--- config.mk ---
export PLATFORM = sky130hd
export DESIGN_NAME = seg7_debug_view
export DESIGN_NICKNAME = d
export VERILOG_FILES = /design/src/rtl/seg7_pkg.sv /design/src/rtl/seg7_debug_view_scan.sv /design/src/rtl/seg7_debug_view.sv
export SDC_FILE = /design/constraint.sdc
export NUM_CORES = 1
export LEC_CHECK = 0
export CAP_MARGIN = 40
export CORE_MARGIN = 5
export CORE_UTILIZATION = 53
export CTS_BUF_LIST = sky130_fd_sc_hd__clkbuf_4
export DETAILED_ROUTE_END_ITERATION = 16
export DONT_BUFFER_PORTS = 1
export PLACE_DENSITY_LB_ADDON = 0.25
export SETUP_SLACK_MARGIN = 0.5
export SYNTH_ARGS = -nofsm -noshare
export SYNTH_HDL_FRONTEND = slang
export SYNTH_SLANG_ARGS = --single-unit
--- constraint.sdc ---
create_clock -name clk -period 3.1 [get_ports clk]
set_clock_uncertainty 0.15 [all_clocks]
set_input_delay 0.62 -clock clk [delete_from_list [all_inputs] [get_ports clk]]
set_output_delay 0.62 -clock clk [all_outputs]
set_load 0.005 [all_outputs]
--- src/rtl/seg7_pkg.sv ---
// Shared constants and the hex-to-glyph decoder for the 7-segment debug display.
// Glyph bits are {g,f,e,d,c,b,a}, active-low.
package seg7_pkg;

    localparam logic [6:0] SEG_BLANK = 7'h7F;

    // Board wiring of the packed source bus.
    typedef enum logic [1:0] {
        SRC_REG = 2'd0,
        SRC_MEM = 2'd1,
        SRC_ALU = 2'd2,
        SRC_PC  = 2'd3
    } src_e;

    function automatic logic [6:0] hex2seg(input logic [3:0] nibble);
        logic [6:0] seg;
        case (nibble)
            4'h0: seg = 7'h40;
            4'h1: seg = 7'h79;
            4'h2: seg = 7'h24;
            4'h3: seg = 7'h30;
            4'h4: seg = 7'h19;
            4'h5: seg = 7'h12;
            4'h6: seg = 7'h02;
            4'h7: seg = 7'h78;
            4'h8: seg = 7'h00;
            4'h9: seg = 7'h10;
            4'hA: seg = 7'h08;
            4'hB: seg = 7'h03;
            4'hC: seg = 7'h46;
            4'hD: seg = 7'h21;
            4'hE: seg = 7'h06;
            default: seg = 7'h0E;
        endcase
        return seg;
    endfunction

endpackage

--- src/rtl/seg7_debug_view_scan.sv ---
// Refresh divider and digit counter; frame_end marks the last cycle of a full scan.
module seg7_scan #(
    parameter int DIGITS = 8,
    parameter int DIV_W  = 17,
    localparam int DIG_W = $clog2(DIGITS)
) (
    input  logic             clk,
    input  logic             clr,
    output logic [DIG_W-1:0] dig,
    output logic             frame_end
);

    logic [DIV_W-1:0] div;
    logic             div_wrap;
    logic             dig_last;

    assign div_wrap  = &div;
    assign dig_last  = (dig == DIG_W'(DIGITS - 1));
    assign frame_end = div_wrap && dig_last;

    always_ff @(posedge clk) begin
        if (clr) begin
            div <= '0;
            dig <= '0;
        end else begin
            div <= div + 1'b1;
            if (div_wrap)
                dig <= dig_last ? '0 : dig + 1'b1;
        end
    end

endmodule

--- src/rtl/seg7_debug_view.sv ---
// Multi-source debug display: address pointer, per-frame data snapshot, muxed 7-seg output.
// Auto-scroll is built only when DISP_AUTOSCROLL_EN is defined.
module seg7_debug_view
    import seg7_pkg::*;
#(
    parameter int DIGITS      = 8,
    parameter int NSRC        = 4,
    parameter int ADDR_W      = 6,
    parameter int DIV_W       = 17,
    parameter int AUTO_FRAMES = 64
) (
    input  logic                     clk,
    input  logic                     clr,
    input  logic [$clog2(NSRC)-1:0]  src_sel,
    input  logic [NSRC*32-1:0]       src_data,
    input  logic                     load,
    input  logic [ADDR_W-1:0]        addr_in,
    input  logic                     step,
    input  logic                     auto,
    output logic [ADDR_W-1:0]        read_addr,
    output logic [6:0]               a2g,
    output logic [DIGITS-1:0]        an,
    output logic                     dp
);

    localparam int DIG_W = $clog2(DIGITS);

    logic [DIG_W-1:0]  dig;
    logic              frame_end;
    logic [ADDR_W-1:0] ptr;
    logic [31:0]       snap;
    logic [31:0]       sel_data;
    logic              tick;
    logic [7:0]        ptr8;
    logic [3:0]        nib;

    seg7_scan #(
        .DIGITS (DIGITS),
        .DIV_W  (DIV_W)
    ) u_scan (
        .clk       (clk),
        .clr       (clr),
        .dig       (dig),
        .frame_end (frame_end)
    );

    // Out-of-range selects fall back to source 0.
    always_comb begin
        sel_data = src_data[31:0];
        for (int k = 1; k < NSRC; k++)
            if (int'(src_sel) == k)
                sel_data = src_data[32*k +: 32];
    end

`ifdef DISP_AUTOSCROLL_EN
    localparam int FC_W = (AUTO_FRAMES > 1) ? $clog2(AUTO_FRAMES) : 1;

    logic [FC_W-1:0] fcnt;
    logic            fc_last;

    assign fc_last = (fcnt == FC_W'(AUTO_FRAMES - 1));
    assign tick    = auto && frame_end && fc_last;

    always_ff @(posedge clk) begin
        if (clr || !auto)
            fcnt <= '0;
        else if (frame_end)
            fcnt <= fc_last ? '0 : fcnt + 1'b1;
    end
`else
    logic auto_unused;
    assign auto_unused = auto | (AUTO_FRAMES < 1);
    assign tick        = 1'b0;
`endif

    always_ff @(posedge clk) begin
        if (clr) begin
            ptr  <= '0;
            snap <= '0;
        end else begin
            if (load)
                ptr <= addr_in;
            else if (step || tick)
                ptr <= ptr + 1'b1;
            if (frame_end)
                snap <= sel_data;
        end
    end

    assign read_addr = ptr;

    // Pointer digits read the live pointer; data digits read the frame snapshot.
    always_comb begin
        ptr8             = '0;
        ptr8[ADDR_W-1:0] = ptr;
        if (dig == DIG_W'(DIGITS - 2))
            nib = ptr8[3:0];
        else if (dig == DIG_W'(DIGITS - 1))
            nib = ptr8[7:4];
        else
            nib = 4'(snap >> {dig, 2'b00});
    end

    always_ff @(posedge clk) begin
        if (clr) begin
            an  <= '1;
            a2g <= SEG_BLANK;
            dp  <= 1'b1;
        end else begin
            an  <= ~(DIGITS'(1) << dig);
            a2g <= hex2seg(nib);
            dp  <= !(dig == DIG_W'(DIGITS - 2));
        end
    end

endmodule

* After elaboration in Yosys (flattened, before gate mapping)
Memory sizes are Yosys's and may differ from the RTL's. A register that Yosys moved wholly into a read port is not among the register bits. Cells that the tools add are included.
Word-level totals: flip-flop bits (word level) 67, ROM bits 112, input port bits 141, output and inout port bits 22, logic and storage cells 30, memories kept 1
Operators by class: add/subtract/negate cells 3, equality and inequality tests 5, shift operators 2, muxes and demuxes 8, bitwise gates (word level) 1, reductions and logical operators 4
Memories:
- (name not given) | words 16, bits a word 7, read ports 1, clocked after Yosys merged registers in 1, write ports 0, line seg7_pkg.sv:17 | case (nibble)
Operator list (number):
- 2-to-1 mux 32 bit | 3
- right shift 32 x 5 -> 4 bit | 1
- adder 17 x 1 -> 17 bit, second input constant | 1
- AND reduction 17 bit | 1
- 2-to-1 mux 6 bit | 2
- 2-to-1 mux 4 bit | 2
- NOT 8 bit | 1
- left shift 1 x 3 -> 8 bit, first input constant | 1
- adder 6 x 1 -> 6 bit, second input constant | 1
- equality test 3 bit, second input constant | 2
- equality test 2 bit, second input constant | 2
- adder 3 x 1 -> 3 bit, second input constant | 1
- 2-to-1 mux 3 bit | 1
- equality test 2 x 1 -> 1 bit, second input constant | 1
- nonzero test 2 bit | 1
- logical AND 1 bit | 1
- zero test 1 bit | 1

* Depth between registers and ports, before layout
word-level depth 4, depth in mapped cells 11, mapped depth without buffers 10

* Modules after synthesis
Synthesis repeated with hierarchy kept, for this count alone.
Unflattened totals: cell total of the unflattened synthesis 344, area total of the unflattened synthesis 3601.0 µm²
Modules (own cells, without submodules):
- seg7_debug_view | times used 1, cells each 246, area an instance 2693.8 µm², seq. area each 900.9 µm²
- seg7_scan | times used 1, cells each 98, area an instance 907.1 µm², seq. area each 400.4 µm²

* Least setup slack after synthesis
No wires, ideal clock.
path type register to register, start point reg u_scan.dig[0], end point reg a2g[1], library setup time 130 ps, arrival 2375 ps, required time 2820 ps, setup slack 445 ps, cell stages (with the launch flop) 10, path buffers 1, clock period less this slack 2655 ps, cell sequence dfxtp_1 > ha_1 > ha_1 > clkbuf_1 > a211oi_1 > o31ai_1 > inv_1 > ha_1 > a221oi_1 > o31ai_1
On the way: cells in the longest elaborated chain, start to end 3, elaborated cells between the ends (all ways) 5, classes of those cells 2 x eq/ne; 1 x shift; 2 x mux
Ends and longest elaborated chain:
- start: declaration | line seg7_debug_view_scan.sv:9 | output logic [DIG_W-1:0] dig,
- start signal: assignment | line seg7_debug_view_scan.sv:28 | dig <= dig_last ? '0 : dig + 1'b1;
- right shift 32 x 5 -> 4 bit / equality test 3 bit (equally long branches) | line seg7_debug_view.sv:101, seg7_debug_view.sv:98
- 2-to-1 mux 4 bit | line seg7_debug_view.sv:98 | else if (dig == DIG_W'(DIGITS - 1))
- 2-to-1 mux 4 bit (*) | line seg7_debug_view.sv:96 | if (dig == DIG_W'(DIGITS - 2))
- end: declaration | line seg7_debug_view.sv:21 | output logic [6:0] a2g,
Mark *: on every way between the ends. The rest lies on a longest branch, timed or not. A chain may end at the register's enable or synchronous reset.

* Worst setup path in the final report
start point reg u_scan.dig[0], end point reg a2g[6]
The elaborated chain is that of the path after synthesis.

==> out/summary.txt <==
PWR
--------------------------------------------------------------------------------------
Highest ir drop seen on vdd                                                   0.158 mV
Switching fraction of total power                                                0.221
Design internal power                                                        0.00123 W
Proportion of power drawn by flip-flops and latches                              0.610
Clock power share                                                                0.325
Leak pwr                                                                       1.44 nW
Comb pwr share                                                                   0.065
Power per cell area                                                         368 mW/mm²
Total net switching power                                                   0.000349 W

FINAL LAYOUT
--------------------------------------------------------------------------------------
Area delta synth->final                                                          6.07%
Fill cells                                                                         651
Antenna cells                                                                        0
Post-route cell area                                                       0.00429 mm²
Final cell count without fillers                                                   513
Fraction of final layout cells with drive strength greater than 1                0.191
Final-stage net count                                                              565
Top library cells by usage in the layout, fill and taps aside             nand2_1, dfxtp_1, a21oi_1, mux4_2, nor2_1
Most common cell after layout, fill and taps aside                             nand2_1

TIMING
--------------------------------------------------------------------------------------
Post-route worst hold slack                                                   0.122 ns
Fraction of the cycle the final worst path needs                                 0.810
Number of max-slew violations in the final report                                    0
Final Hold Vio Count                                                                 0
Setup repair after global routing missed its margin                                 no
Number of endpoints failing setup at the final stage                                 0
Tmin final                                                                     2.51 ns
Setup tns final                                                                   0 ns
Relative slew slack                                                              0.755
Max Clock Freq                                                                 398 MHz
Worst Tran Pin Value                                                          0.364 ns

WORST SETUP PATH
--------------------------------------------------------------------------------------
Critical path launch point type                                                   flop
Setup CP Type                                                             flop to flop
Worst-path fanout max                                                                6
Ordered list of cells on the worst path                                   mux4_2 -> a211o_1 -> a22oi_4 -> inv_1 -> ha_1 -> a22o_1 -> a211o_1
Number of buffers and inverters on the critical path                                 1
CP most frequent cell                                                          a211o_1
Max stage delay on crit path                                                   0.51 ns
CP arrival                                                                     2.67 ns
Library cell contributing the largest single delay on the critical path         mux4_2
Worst Path Required                                                            3.26 ns
Crit path max-delay family                                                compound AO/OA/AOI/OAI gates
Critical path capture point type                                                  flop

CLOCK TREE
--------------------------------------------------------------------------------------
Clock tree from TritonCTS                                                         done
Clock slew at reported path FFs                                                0.11 ns
Max Buffers Root-to-Sink                                                             2
H-tree levels                                                                        3
Clock network latency to the later pin of the worst-skew pair                  0.40 ns
Number of buffers inserted for hold repair after clock tree synthesis                0
TritonCTS Sinks                                                                     73
CTS Root Cell                                                                 clkbuf_4
Total CTS buffers                                                                    9

GRT
--------------------------------------------------------------------------------------
Routing usage on met1                                                            0.239
Global route total overflow                                                          0
First-pass GRT wire length                                                    14600 µm
Met2 track utilization from global routing                                       0.310
Vias in the first global route                                                    3015
Overall routing resource usage                                                   0.189
Met3 track demand over resource                                                 0.0488
Pin count of the biggest net entering global routing                                71
Routing layer with the top usage in global route                                  met2
Antenna violations before repair                                                     0

PLACE
--------------------------------------------------------------------------------------
Cell total after placement                                                         492
GPL Wtd Cong                                                                     0.803
Placement Cell Area                                                        0.00407 mm²
DP Wirelength                                                                  6930 µm
Port Buffers                                                                         0

FLOORPLANNING
--------------------------------------------------------------------------------------
IO Pins                                                                            163
Die Wd                                                                         97.3 µm
Die Ht                                                                         97.3 µm
Starting Density                                                                 0.551
Die Outline Area                                                           0.00947 mm²
Row count                                                                           31
Core Region                                                                0.00733 mm²

LOGIC SYNTHESIS
--------------------------------------------------------------------------------------
Post-synth ARST share                                                                0
Flip-flop and latch count after synthesis                                           73
Count of warnings emitted by yosys                                                   0
Leading register cell type out of synthesis                                    dfxtp_1
Count of cell types in the netlist                                                  43
Number of enable-type register cells in the synthesized netlist                      0
Average cell area after synthesis                                             9.69 µm²
Gate Count Post-Synth                                                              417
Synthesized cell area                                                      0.00404 mm²
Post-Synthesis Net Count                                                           573
Seq/Total Area, Yosys                                                            0.362

DRT
--------------------------------------------------------------------------------------
Number of DRC markers in iteration 0                                               116
Via total after detailed routing                                                  2979
DR vias/cell                                                                      5.81
Average detailed-routed wire length per instance                               17.8 µm
Number of detailed-route iterations in the first pass                                4
Antenna viol nets, final                                                             0
Detailed Route WL                                                              9110 µm
Count of unresolved DRC violations after routing                                     0

WORST HOLD PATH
--------------------------------------------------------------------------------------
Hold WC Path Type                                                         input port to flop

STATUS
--------------------------------------------------------------------------------------
Result of the run                                                         finished clean

RUN
--------------------------------------------------------------------------------------
Maximum Capacitance Violations                                                       0

layout make-up:
type	instances	area, µm²	share of cell area
clock buffers	13	97.6	0.0228
clock inverters	3	17.5	0.00409
repair buffers	10	88.8	0.0207
well taps	99	124	0.0289
inverters	8	30.0	0.00701
flip-flops and latches	73	1470	0.343
multi-input cells	307	2460	0.574
routing by layer:
layer | part of all wire | up-vias
met4 | 0.019 | 0
met1 | 0.41 | 1366
met2 | 0.49 | 127
met3 | 0.074 | 15
met5 | 0 | -
li1 | - | 1471
cells by family (layout without fill, tap and decap cells):
family / count (synthesis) / count (layout) / synth area share
xor gates and xnor gates: 16 / 16 / 0.0347
buffers and inverters: 37 / 34 / 0.0421
DFF: 73 / 73 / 0.362
adders and majority gates: 15 / 15 / 0.0464
AOI/OAI and AO/OA: 69 / 69 / 0.112
muxes: 49 / 49 / 0.233
and+or+nand+nor: 158 / 158 / 0.170
power by group through the flow:
stage | Clock [W] | Sequential (W) | Combinational [W]
floorplan | 0 | 0.000982 | 0.000125
global placement | 0 | 0.000985 | 0.000103
detailed placement | 0 | 0.000986 | 0.000104
CTS | 0.000531 | 0.000963 | 0.000104
global route | 0.000579 | 0.000965 | 0.000114
finish | 0.000513 | 0.000962 | 0.000103
synth_stat cells, drive strengths merged, types with 3 or more instances:
master  number  area share
a211oi       3      0.0087
a21oi       43       0.053
a221o        3      0.0074
and2         4      0.0062
buf          8       0.015
clkbuf      21       0.020
dfxtp       73        0.36
ha          15       0.046
inv          8      0.0074
mux2         4       0.012
mux2i       10       0.025
mux4        35        0.20
nand2       83       0.077
nand2b       6      0.0093
nand3        7      0.0099
nand4        5      0.0077
nor2        33       0.031
nor2b        6      0.0093
nor3         7      0.0087
o21ai        5      0.0062
o31ai        3      0.0056
or3          4      0.0062
xnor2        5       0.011
xor2        11       0.024
worst paths after layout:
| kind | startpoint | endpoint | slack, ns | cells past startpoint |
|---|---|---|---|---|
| min | clr | u_scan.div[5]$_SDFF_PP0_ | 0.12 | 1 |
| max | u_scan.dig[0]$_SDFFE_PP0P_ | a2g[6]$_SDFF_PP1_ | 0.59 | 7 |
| max reg2reg | u_scan.dig[0]$_SDFFE_PP0P_ | a2g[6]$_SDFF_PP1_ | 0.59 | 7 |
| min reg2reg | u_scan.div[0]$_SDFF_PP0_ | u_scan.div[0]$_SDFF_PP0_ | 0.30 | 1 |
per-stage QoR:
step                 util  setup WS, ns  total power, W
floorplan               -         0.539         0.00111
global placement    0.555         0.302         0.00109
detailed placement  0.555         0.253         0.00109
CTS                 0.575         0.509         0.00160
global route        0.585         0.496         0.00166
finish              0.585         0.590         0.00158
what timing repair did:
item                                    in CTS  in global routing
endpoints found under the setup margin       7                 31
gates resized for setup                      5                 12
buffers inserted                             3                  2
cloned                                       0                  0
pin swaps                                    1                  2
registers in the layout, indices dropped and copies added (netlist names):
name        count
dp              1
u_scan.dig      3
snap           32
an              7
a2g             7
u_scan.div     17
read_addr       6
(Power assumes the default switching activity.)
